===== src/rtl/nes_target.sv =====
// nes_target: I2C target emulating an NES Classic / Wii extension controller.
// A one-byte pointer write selects a register. Reads return a 6-byte report.
// Bytes 4 and 5 of the report carry the joypad vector.
// Optional build macro: NES_TARGET_ACTIVE_LOW_EN. When defined, report bytes 4/5
// are bitwise inverted, so pressed = 0 and unmapped bits = 1.
module nes_target #(
  parameter logic [6:0] SLAVE_ADDR  = 7'h52,
  parameter int         SYNC_STAGES = 2
) (
  input  logic       clk,
  input  logic       rst_n,
  input  logic       scl_in,
  input  logic       sda_in,
  output logic       sda_out,
  input  logic [7:0] joypad,
  output logic       busy,
  output logic       report_done
);

  // Joypad bit indices; same values as the JOYP_* defines in nes_bridge.vh.
  localparam int JOYP_A      = 0;
  localparam int JOYP_B      = 1;
  localparam int JOYP_SELECT = 2;
  localparam int JOYP_START  = 3;
  localparam int JOYP_UP     = 4;
  localparam int JOYP_DOWN   = 5;
  localparam int JOYP_LEFT   = 6;
  localparam int JOYP_RIGHT  = 7;

  // A synchronizer with fewer than two flops is not safe, so the depth is clamped to 2.
  localparam int SYNC_N = (SYNC_STAGES < 2) ? 2 : SYNC_STAGES;

`ifdef NES_TARGET_ACTIVE_LOW_EN
  localparam logic [7:0] PAD_XOR = 8'hFF;
`else
  localparam logic [7:0] PAD_XOR = 8'h00;
`endif

  typedef enum logic [2:0] {
    IDLE, ADDR, ADDR_ACK, WR_DATA, WR_ACK, RD_DATA, RD_ACK
  } state_t;

  state_t state, state_n;

  logic [SYNC_N-1:0] scl_sync, sda_sync;
  logic              scl_d, sda_d;
  logic              scl_s, sda_s;
  logic              scl_rise, scl_fall, start_det, stop_det;

  logic [3:0] bit_cnt, bit_cnt_n;
  logic [6:0] rx, rx_n;
  logic [7:0] tx, tx_n;
  logic [7:0] ptr, ptr_n;
  logic [7:0] snap, snap_n;
  logic [7:0] first_byte, next_byte;
  logic       rw, rw_n;
  logic       ptr_load, ptr_load_n;
  logic       nack, nack_n;
  logic       sda_n, busy_n, done_n;

  // Report register map: bytes 0-3 are zero, 4/5 hold buttons, 6+ read as FF.
  function automatic logic [7:0] report_byte(input logic [7:0] p, input logic [7:0] pad);
    logic [7:0] b;
    b = 8'h00;
    case (p)
      8'd4: b = {pad[JOYP_RIGHT], pad[JOYP_DOWN], 1'b0, pad[JOYP_SELECT],
                 1'b0, pad[JOYP_START], 2'b00} ^ PAD_XOR;
      8'd5: b = {1'b0, pad[JOYP_B], 1'b0, pad[JOYP_A],
                 2'b00, pad[JOYP_LEFT], pad[JOYP_UP]} ^ PAD_XOR;
      default: b = (p >= 8'd6) ? 8'hFF : 8'h00;
    endcase
    return b;
  endfunction

  assign scl_s     = scl_sync[SYNC_N-1];
  assign sda_s     = sda_sync[SYNC_N-1];
  assign scl_rise  = scl_s & ~scl_d;
  assign scl_fall  = ~scl_s & scl_d;
  assign start_det = scl_s & scl_d & sda_d & ~sda_s;
  assign stop_det  = scl_s & scl_d & ~sda_d & sda_s;

  // The first byte of a read uses live joypad, which is snapshotted in the same cycle.
  // Later bytes come from that snapshot.
  assign first_byte = report_byte(ptr, joypad);
  assign next_byte  = report_byte(ptr, snap);

  // Bus synchronizers plus one delay stage for edge detection; the idle bus level is high.
  // NOTE: sequential logic uses non-blocking (<=) so every flop samples pre-edge values.
  always_ff @(posedge clk or negedge rst_n) begin
    if (!rst_n) begin
      scl_sync <= '1;
      sda_sync <= '1;
      scl_d    <= 1'b1;
      sda_d    <= 1'b1;
    end else begin
      scl_sync <= {scl_sync[SYNC_N-2:0], scl_in};
      sda_sync <= {sda_sync[SYNC_N-2:0], sda_in};
      scl_d    <= scl_s;
      sda_d    <= sda_s;
    end
  end

  // State and datapath registers; reset releases SDA immediately.
  always_ff @(posedge clk or negedge rst_n) begin
    if (!rst_n) begin
      state       <= IDLE;
      bit_cnt     <= 4'd0;
      rx          <= 7'd0;
      tx          <= 8'd0;
      ptr         <= 8'd0;
      snap        <= 8'd0;
      rw          <= 1'b0;
      ptr_load    <= 1'b0;
      nack        <= 1'b0;
      sda_out     <= 1'b1;
      busy        <= 1'b0;
      report_done <= 1'b0;
    end else begin
      state       <= state_n;
      bit_cnt     <= bit_cnt_n;
      rx          <= rx_n;
      tx          <= tx_n;
      ptr         <= ptr_n;
      snap        <= snap_n;
      rw          <= rw_n;
      ptr_load    <= ptr_load_n;
      nack        <= nack_n;
      sda_out     <= sda_n;
      busy        <= busy_n;
      report_done <= done_n;
    end
  end

  // Protocol FSM: START/STOP override everything; bits are sampled on SCL rise, driven on SCL fall.
  // NOTE: every output of this block gets a default first, so no path can infer a latch.
  always_comb begin
    state_n    = state;
    bit_cnt_n  = bit_cnt;
    rx_n       = rx;
    tx_n       = tx;
    ptr_n      = ptr;
    snap_n     = snap;
    rw_n       = rw;
    ptr_load_n = ptr_load;
    nack_n     = nack;
    sda_n      = sda_out;
    busy_n     = busy;
    done_n     = 1'b0;

    if (stop_det) begin
      state_n = IDLE;
      sda_n   = 1'b1;
      busy_n  = 1'b0;
    end else if (start_det) begin
      state_n   = ADDR;
      bit_cnt_n = 4'd0;
      sda_n     = 1'b1;
    end else begin
      case (state)
        IDLE: ;

        ADDR: if (scl_rise) begin
          rx_n      = {rx[5:0], sda_s};
          bit_cnt_n = bit_cnt + 4'd1;
          if (bit_cnt == 4'd7) begin
            bit_cnt_n = 4'd0;
            if (rx == SLAVE_ADDR) begin
              state_n = ADDR_ACK;
              busy_n  = 1'b1;
              rw_n    = sda_s;
            end else begin
              state_n = IDLE;
              busy_n  = 1'b0;
            end
          end
        end

        // bit_cnt 0: waiting for the 8th fall to assert ACK; 1: waiting for the 9th fall.
        ADDR_ACK: if (scl_fall) begin
          if (bit_cnt == 4'd0) begin
            sda_n     = 1'b0;
            bit_cnt_n = 4'd1;
          end else if (rw) begin
            snap_n    = joypad;
            sda_n     = first_byte[7];
            tx_n      = {first_byte[6:0], 1'b0};
            bit_cnt_n = 4'd1;
            state_n   = RD_DATA;
          end else begin
            sda_n      = 1'b1;
            bit_cnt_n  = 4'd0;
            ptr_load_n = 1'b1;
            state_n    = WR_DATA;
          end
        end

        WR_DATA: if (scl_rise) begin
          rx_n      = {rx[5:0], sda_s};
          bit_cnt_n = bit_cnt + 4'd1;
          if (bit_cnt == 4'd7) begin
            bit_cnt_n = 4'd0;
            state_n   = WR_ACK;
            if (ptr_load) begin
              ptr_n      = {rx, sda_s};
              ptr_load_n = 1'b0;
            end
          end
        end

        WR_ACK: if (scl_fall) begin
          if (bit_cnt == 4'd0) begin
            sda_n     = 1'b0;
            bit_cnt_n = 4'd1;
          end else begin
            sda_n     = 1'b1;
            bit_cnt_n = 4'd0;
            state_n   = WR_DATA;
          end
        end

        // bit_cnt counts bits already placed on the bus; bit7 went out on entry.
        RD_DATA: if (scl_fall) begin
          if (bit_cnt == 4'd8) begin
            sda_n     = 1'b1;
            bit_cnt_n = 4'd0;
            state_n   = RD_ACK;
          end else begin
            sda_n     = tx[7];
            tx_n      = {tx[6:0], 1'b0};
            bit_cnt_n = bit_cnt + 4'd1;
          end
        end

        RD_ACK: begin
          if (scl_rise) begin
            nack_n    = sda_s;
            bit_cnt_n = 4'd1;
            done_n    = (ptr == 8'd5);
            if (ptr != 8'hFF) ptr_n = ptr + 8'd1;
          end else if (scl_fall && bit_cnt == 4'd1) begin
            bit_cnt_n = 4'd0;
            if (nack) begin
              state_n = IDLE;
            end else begin
              sda_n     = next_byte[7];
              tx_n      = {next_byte[6:0], 1'b0};
              bit_cnt_n = 4'd1;
              state_n   = RD_DATA;
            end
          end
        end

        default: state_n = IDLE;
      endcase
    end
  end

endmodule

===== config.mk =====
export PLATFORM = sky130hd
export DESIGN_NAME = nes_target
export DESIGN_NICKNAME = d
export VERILOG_FILES = /design/src/rtl/nes_target.sv
export SDC_FILE = /design/constraint.sdc
export NUM_CORES = 1
export LEC_CHECK = 0
export ABC_AREA = 0
export BUFFER_PORTS_ARGS = -buffer_cell sky130_fd_sc_hd__buf_2
export CAP_MARGIN = 25
export CORE_MARGIN = 1.5
export CORE_UTILIZATION = 40
export DETAILED_ROUTE_END_ITERATION = 6
export PLACE_DENSITY = 0.58
export SETUP_SLACK_MARGIN = 0.05
export SYNTH_ARGS = -nofsm -noshare
export SYNTH_HDL_FRONTEND = slang
export SYNTH_SLANG_ARGS = --single-unit

===== constraint.sdc =====
create_clock -name clk -period 2.63 [get_ports clk]
set_clock_uncertainty 0.05 [all_clocks]
set_input_delay 0.1315 -clock clk [delete_from_list [all_inputs] [get_ports clk]]
set_output_delay 0.1315 -clock clk [all_outputs]
set_load 0.02 [all_outputs]

==> metrics.md <==
| Metric | Value |
|---|---|
| Run status | completed |
| Global-route total usage across every layer | 0.182 |
| Layout Nets | 340 |
| Final total negative setup slack | 0 ns |
| Post-detailed-routing wire length | 6.56 mm |
| Slack of the worst reg-to-reg path | 0.37 ns |
| Number of failing hold endpoints at the final stage | 0 |
| Clock latency on the worst-skew pair | 0.30 ns |
| Post-synthesis register bit count | 49 |
| Power per cell area | 563 nW/um^2 |
| Global-route congestion overflow total | 0 |
| Kind of critical path | reg -> reg |
| Synthesized instance count | 301 |
| Placement Rows | 30 |
| Dominant register cell in the synthesized netlist | sky130_fd_sc_hd__dfrtp_1 |
| Period Utilization, post-route | 0.859 |
| Pre-CTS worst setup slack | 0.427 ns |
| Pre-antenna DRT Iters | 4 |
| Biggest area contributors in the synthesized netlist | sky130_fd_sc_hd__dfrtp_1 36%, sky130_fd_sc_hd__mux2_2 6.5%, sky130_fd_sc_hd__dfstp_2 6.3% |
| Number of nets with antenna violations after detailed routing | 0 |
| Final-report setup violation count | 0 |
| Global placer's final weighted congestion | 0.892 |
| Worst reg2reg path depth | 8 |
| Number of global-route vias before repair | 2,295 |
| Worst setup path startpoint | bit_cnt[0] |
| Maximum number of pins on one net before global-route repair | 45 |
| Clock power frac | 0.241 |
| Clk pin slew, worst setup/hold paths | 0.09 ns |
| Distinct cell type count of the synthesized netlist | 68 |
| Synth area leader | sky130_fd_sc_hd__dfrtp_1 |
| Proportion of layout cells with a drive suffix above 1 | 0.217 |
| Fraction of registers with async set/reset | 1.00 |
| Clk buf depth | 2 |
| Number of top-level design ports | 15 |
| Setup repair after global routing missed its margin | no |
| Layout-stage area growth over the synthesis result | 10.1% |
| Average vias per placed instance | 5.78 |
| Number of antenna diodes | 0 |
| EDFF count, synth | 0 |
| Fmax | 443 MHz |
| Clock net sink count | 49 |
| Post-synthesis instance area | 2930 sq um |
| Worst Hold Endpoint | snap[7] |
| Number of synthesis warnings | 0 |
| Total core area | 6940 sq um |
| Rel. slew slack | 0.556 |
| Fraction of power consumed by combinational cells | 0.239 |
| Tightest Pin Transition | 0.657 ns |
| Internal Power | 1240 uW |
| CP Launch Type | flop |
| Hold Path Stages | 2 |
| Critical register-to-register path startpoint | bit_cnt[0] |
| WL per Instance | 15.7 microns |
| Global-route wire length before repair | 11.2 mm |
| Max-capacitance violation count | 0 |
| Register share of total power | 0.519 |
| Number of nets in the synthesized netlist | 320 |
| Type of element capturing the critical path | flop |
| Number of setup buffers added after CTS | 0 |
| Worst setup margin | 0.371 ns |
| DR DRC count | 0 |
| Vertical die dimension | 88.5 microns |
| Required time reported for the critical path endpoint | 2.77 ns |
| Syn avg cell area | 9.72 sq um |
| Min Tclk post-route | 2.26 ns |
| Number of antenna violations at the first check in global routing | 0 |
| CTS H-tree depth | 2 |
| Buffers on Ports | 14 |
| CTS Root Cell | sky130_fd_sc_hd__clkbuf_8 |
| Final number of max-transition violations | 0 |
| Fraction of synthesized cell area taken by the top area cell type | 0.359 |
| Endpoint of the worst-slack reg-to-reg timing path | tx[1] |
| Sequential fraction of the synthesis area | 0.422 |
| Chip Width | 88.5 microns |
| Min-Delay Startpoint | joypad[7] |
| Number of buffers added by the clock tree synthesis step | 5 |
| Initial Utilization | 0.421 |
| Leak pwr | 0.00135 uW |
| Sw power | 571 uW |
| Worst-case vdd ir drop | 0.219 mV |
| Iteration-0 DRC count of the detailed router | 174 |
| Fraction of power spent switching nets | 0.315 |
| Final Non-Filler Cells | 418 |
| Dpl hpwl | 4.66 mm |
| Dpl cells | 406 |
| Die Outline Area | 7830 sq um |
| Detailed-route via count | 2,415 |
| Hold Crit Class | in -> reg |
| Crit path arrival time | 2.39 ns |
| TritonCTS clock tree | done |
| Critical path peak fanout | 11 |
[state kept, by name (all words and copies together) (netlist names)]
signal / flops
report_done: 1
nack: 1
state: 3
ptr_load: 1
sda_out: 1
scl_d: 1
bit_cnt: 4
snap: 8
scl_sync: 2
sda_sync: 2
sda_d: 1
busy: 1
rx: 7
tx: 7
ptr: 8
rw: 1
[per-stage QoR]
| step | hold WS [ns] | total power, uW | instance area (sq um) | utilization |
|---|---|---|---|---|
| 5_1_grt | 0.0132 | 1930 | 3220 | 0.464 |
| 2_1_floorplan | -0.214 | 1250 | 2930 | - |
| 4_1_cts | 0.0173 | 1820 | 3200 | 0.461 |
| 6_report | 0.0201 | 1810 | 3220 | 0.464 |
| 3_5_place_dp | 0.188 | 1380 | 3090 | 0.445 |
| 3_3_place_gp | 0.187 | 1370 | 3090 | 0.445 |
[worst max-delay path by stage]
stage	endpoint	slack (ns)
after global placement	tx[1]	0.42
final	tx[1]	0.37
after CTS	tx[1]	0.41
after detailed placement	tx[1]	0.43
after global routing	tx[1]	0.27
after floorplan	tx[5]	0.60
[what timing repair did]
item                                   CTS  global route
resized for setup                        0             0
endpoints found under the hold margin   38             0
hold buffers                             3             0
[routing by layer]
layer  vias up  global-route usage  part of all wire
met3        13              0.0326             0.023
met4         0              0.0625             0.018
li1       1152                   -                 -
met5         -                   0                 0
met2        41               0.282              0.47
met1      1209               0.258              0.49
[worst max-delay path, cell delays in order, from the launching register on]
cell	delay [ns]
sky130_fd_sc_hd__dfrtp_1	0.44
sky130_fd_sc_hd__inv_1	0.10
sky130_fd_sc_hd__ha_1	0.18
sky130_fd_sc_hd__nor3b_2	0.32
sky130_fd_sc_hd__nor3b_1	0.11
sky130_fd_sc_hd__a311oi_1	0.36
sky130_fd_sc_hd__nor3_2	0.07
sky130_fd_sc_hd__buf_4	0.18
sky130_fd_sc_hd__mux2_1	0.32
[Yosys cell counts (all sizes together), types with 2 or more instances]
master and n:
a21oi 20, a22o 3, a22oi 7, a311oi 3
a31o 2, a31oi 5, and2 2, and2b 2
and3 5, buf 8, clkbuf 7, dfrtp 42
dfstp 7, ha 7, inv 8, mux2 20
mux2i 4, nand2 15, nand2b 5, nand3 8
nand3b 3, nand4b 2, nor2 21, nor2b 9
nor3 9, nor3b 4, nor4 2, o211ai 5
o21a 2, o21ai 36, o22a 3, or2 3
or3 2, or3b 2
[cell usage in the layout (no fill, tap or decap), types with 7 or more instances in the layout]
| cell | netlist | layout |
|---|---|---|
| sky130_fd_sc_hd__dfrtp_1 | 42 | 42 |
| sky130_fd_sc_hd__nor3_1 | 8 | 8 |
| sky130_fd_sc_hd__buf_2 | 3 | 14 |
| sky130_fd_sc_hd__inv_1 | 8 | 8 |
| sky130_fd_sc_hd__nand2_1 | 15 | 15 |
| sky130_fd_sc_hd__mux2_2 | 17 | 17 |
| sky130_fd_sc_hd__ha_1 | 7 | 7 |
| sky130_fd_sc_hd__o21ai_0 | 33 | 33 |
| sky130_fd_sc_hd__nor2b_1 | 9 | 9 |
| sky130_fd_sc_hd__buf_4 | 3 | 10 |
| sky130_fd_sc_hd__nand3_1 | 8 | 8 |
| sky130_fd_sc_hd__a22oi_1 | 7 | 7 |
| sky130_fd_sc_hd__nor2_1 | 21 | 21 |
| sky130_fd_sc_hd__a21oi_1 | 20 | 20 |
| sky130_fd_sc_hd__dfstp_2 | 7 | 7 |
[logic make-up (layout without fill, tap and decap cells)]
kind of cell,count (synthesis),count (layout),synth area share
compound gates,97,97,0.213
xor+xnor,1,1,0.00299
fa+ha+maj,7,7,0.0299
buf+inv,24,45,0.0470
flops,49,49,0.422
mux,24,24,0.0932
simple gates,99,99,0.191
[power by group through the flow]
stage | Combinational (uW) | Clock [uW] | Sequential [uW]
global placement | 417 | 0 | 950
detailed placement | 425 | 0 | 952
global route | 486 | 488 | 958
CTS | 428 | 455 | 939
floorplan | 339 | 0 | 914
finish | 434 | 437 | 941
[layout make-up]
cell class              instances  area (sq um)
clock buffers                   7          76.3
clock inverters                 1          7.51
fillers                       686          3720
inverters                       9          33.8
multi-input cells             228          1550
flip-flops and latches         49          1230
well taps                      96           120
repair buffers                 28           195
Power figures use the tool's default switching activity.
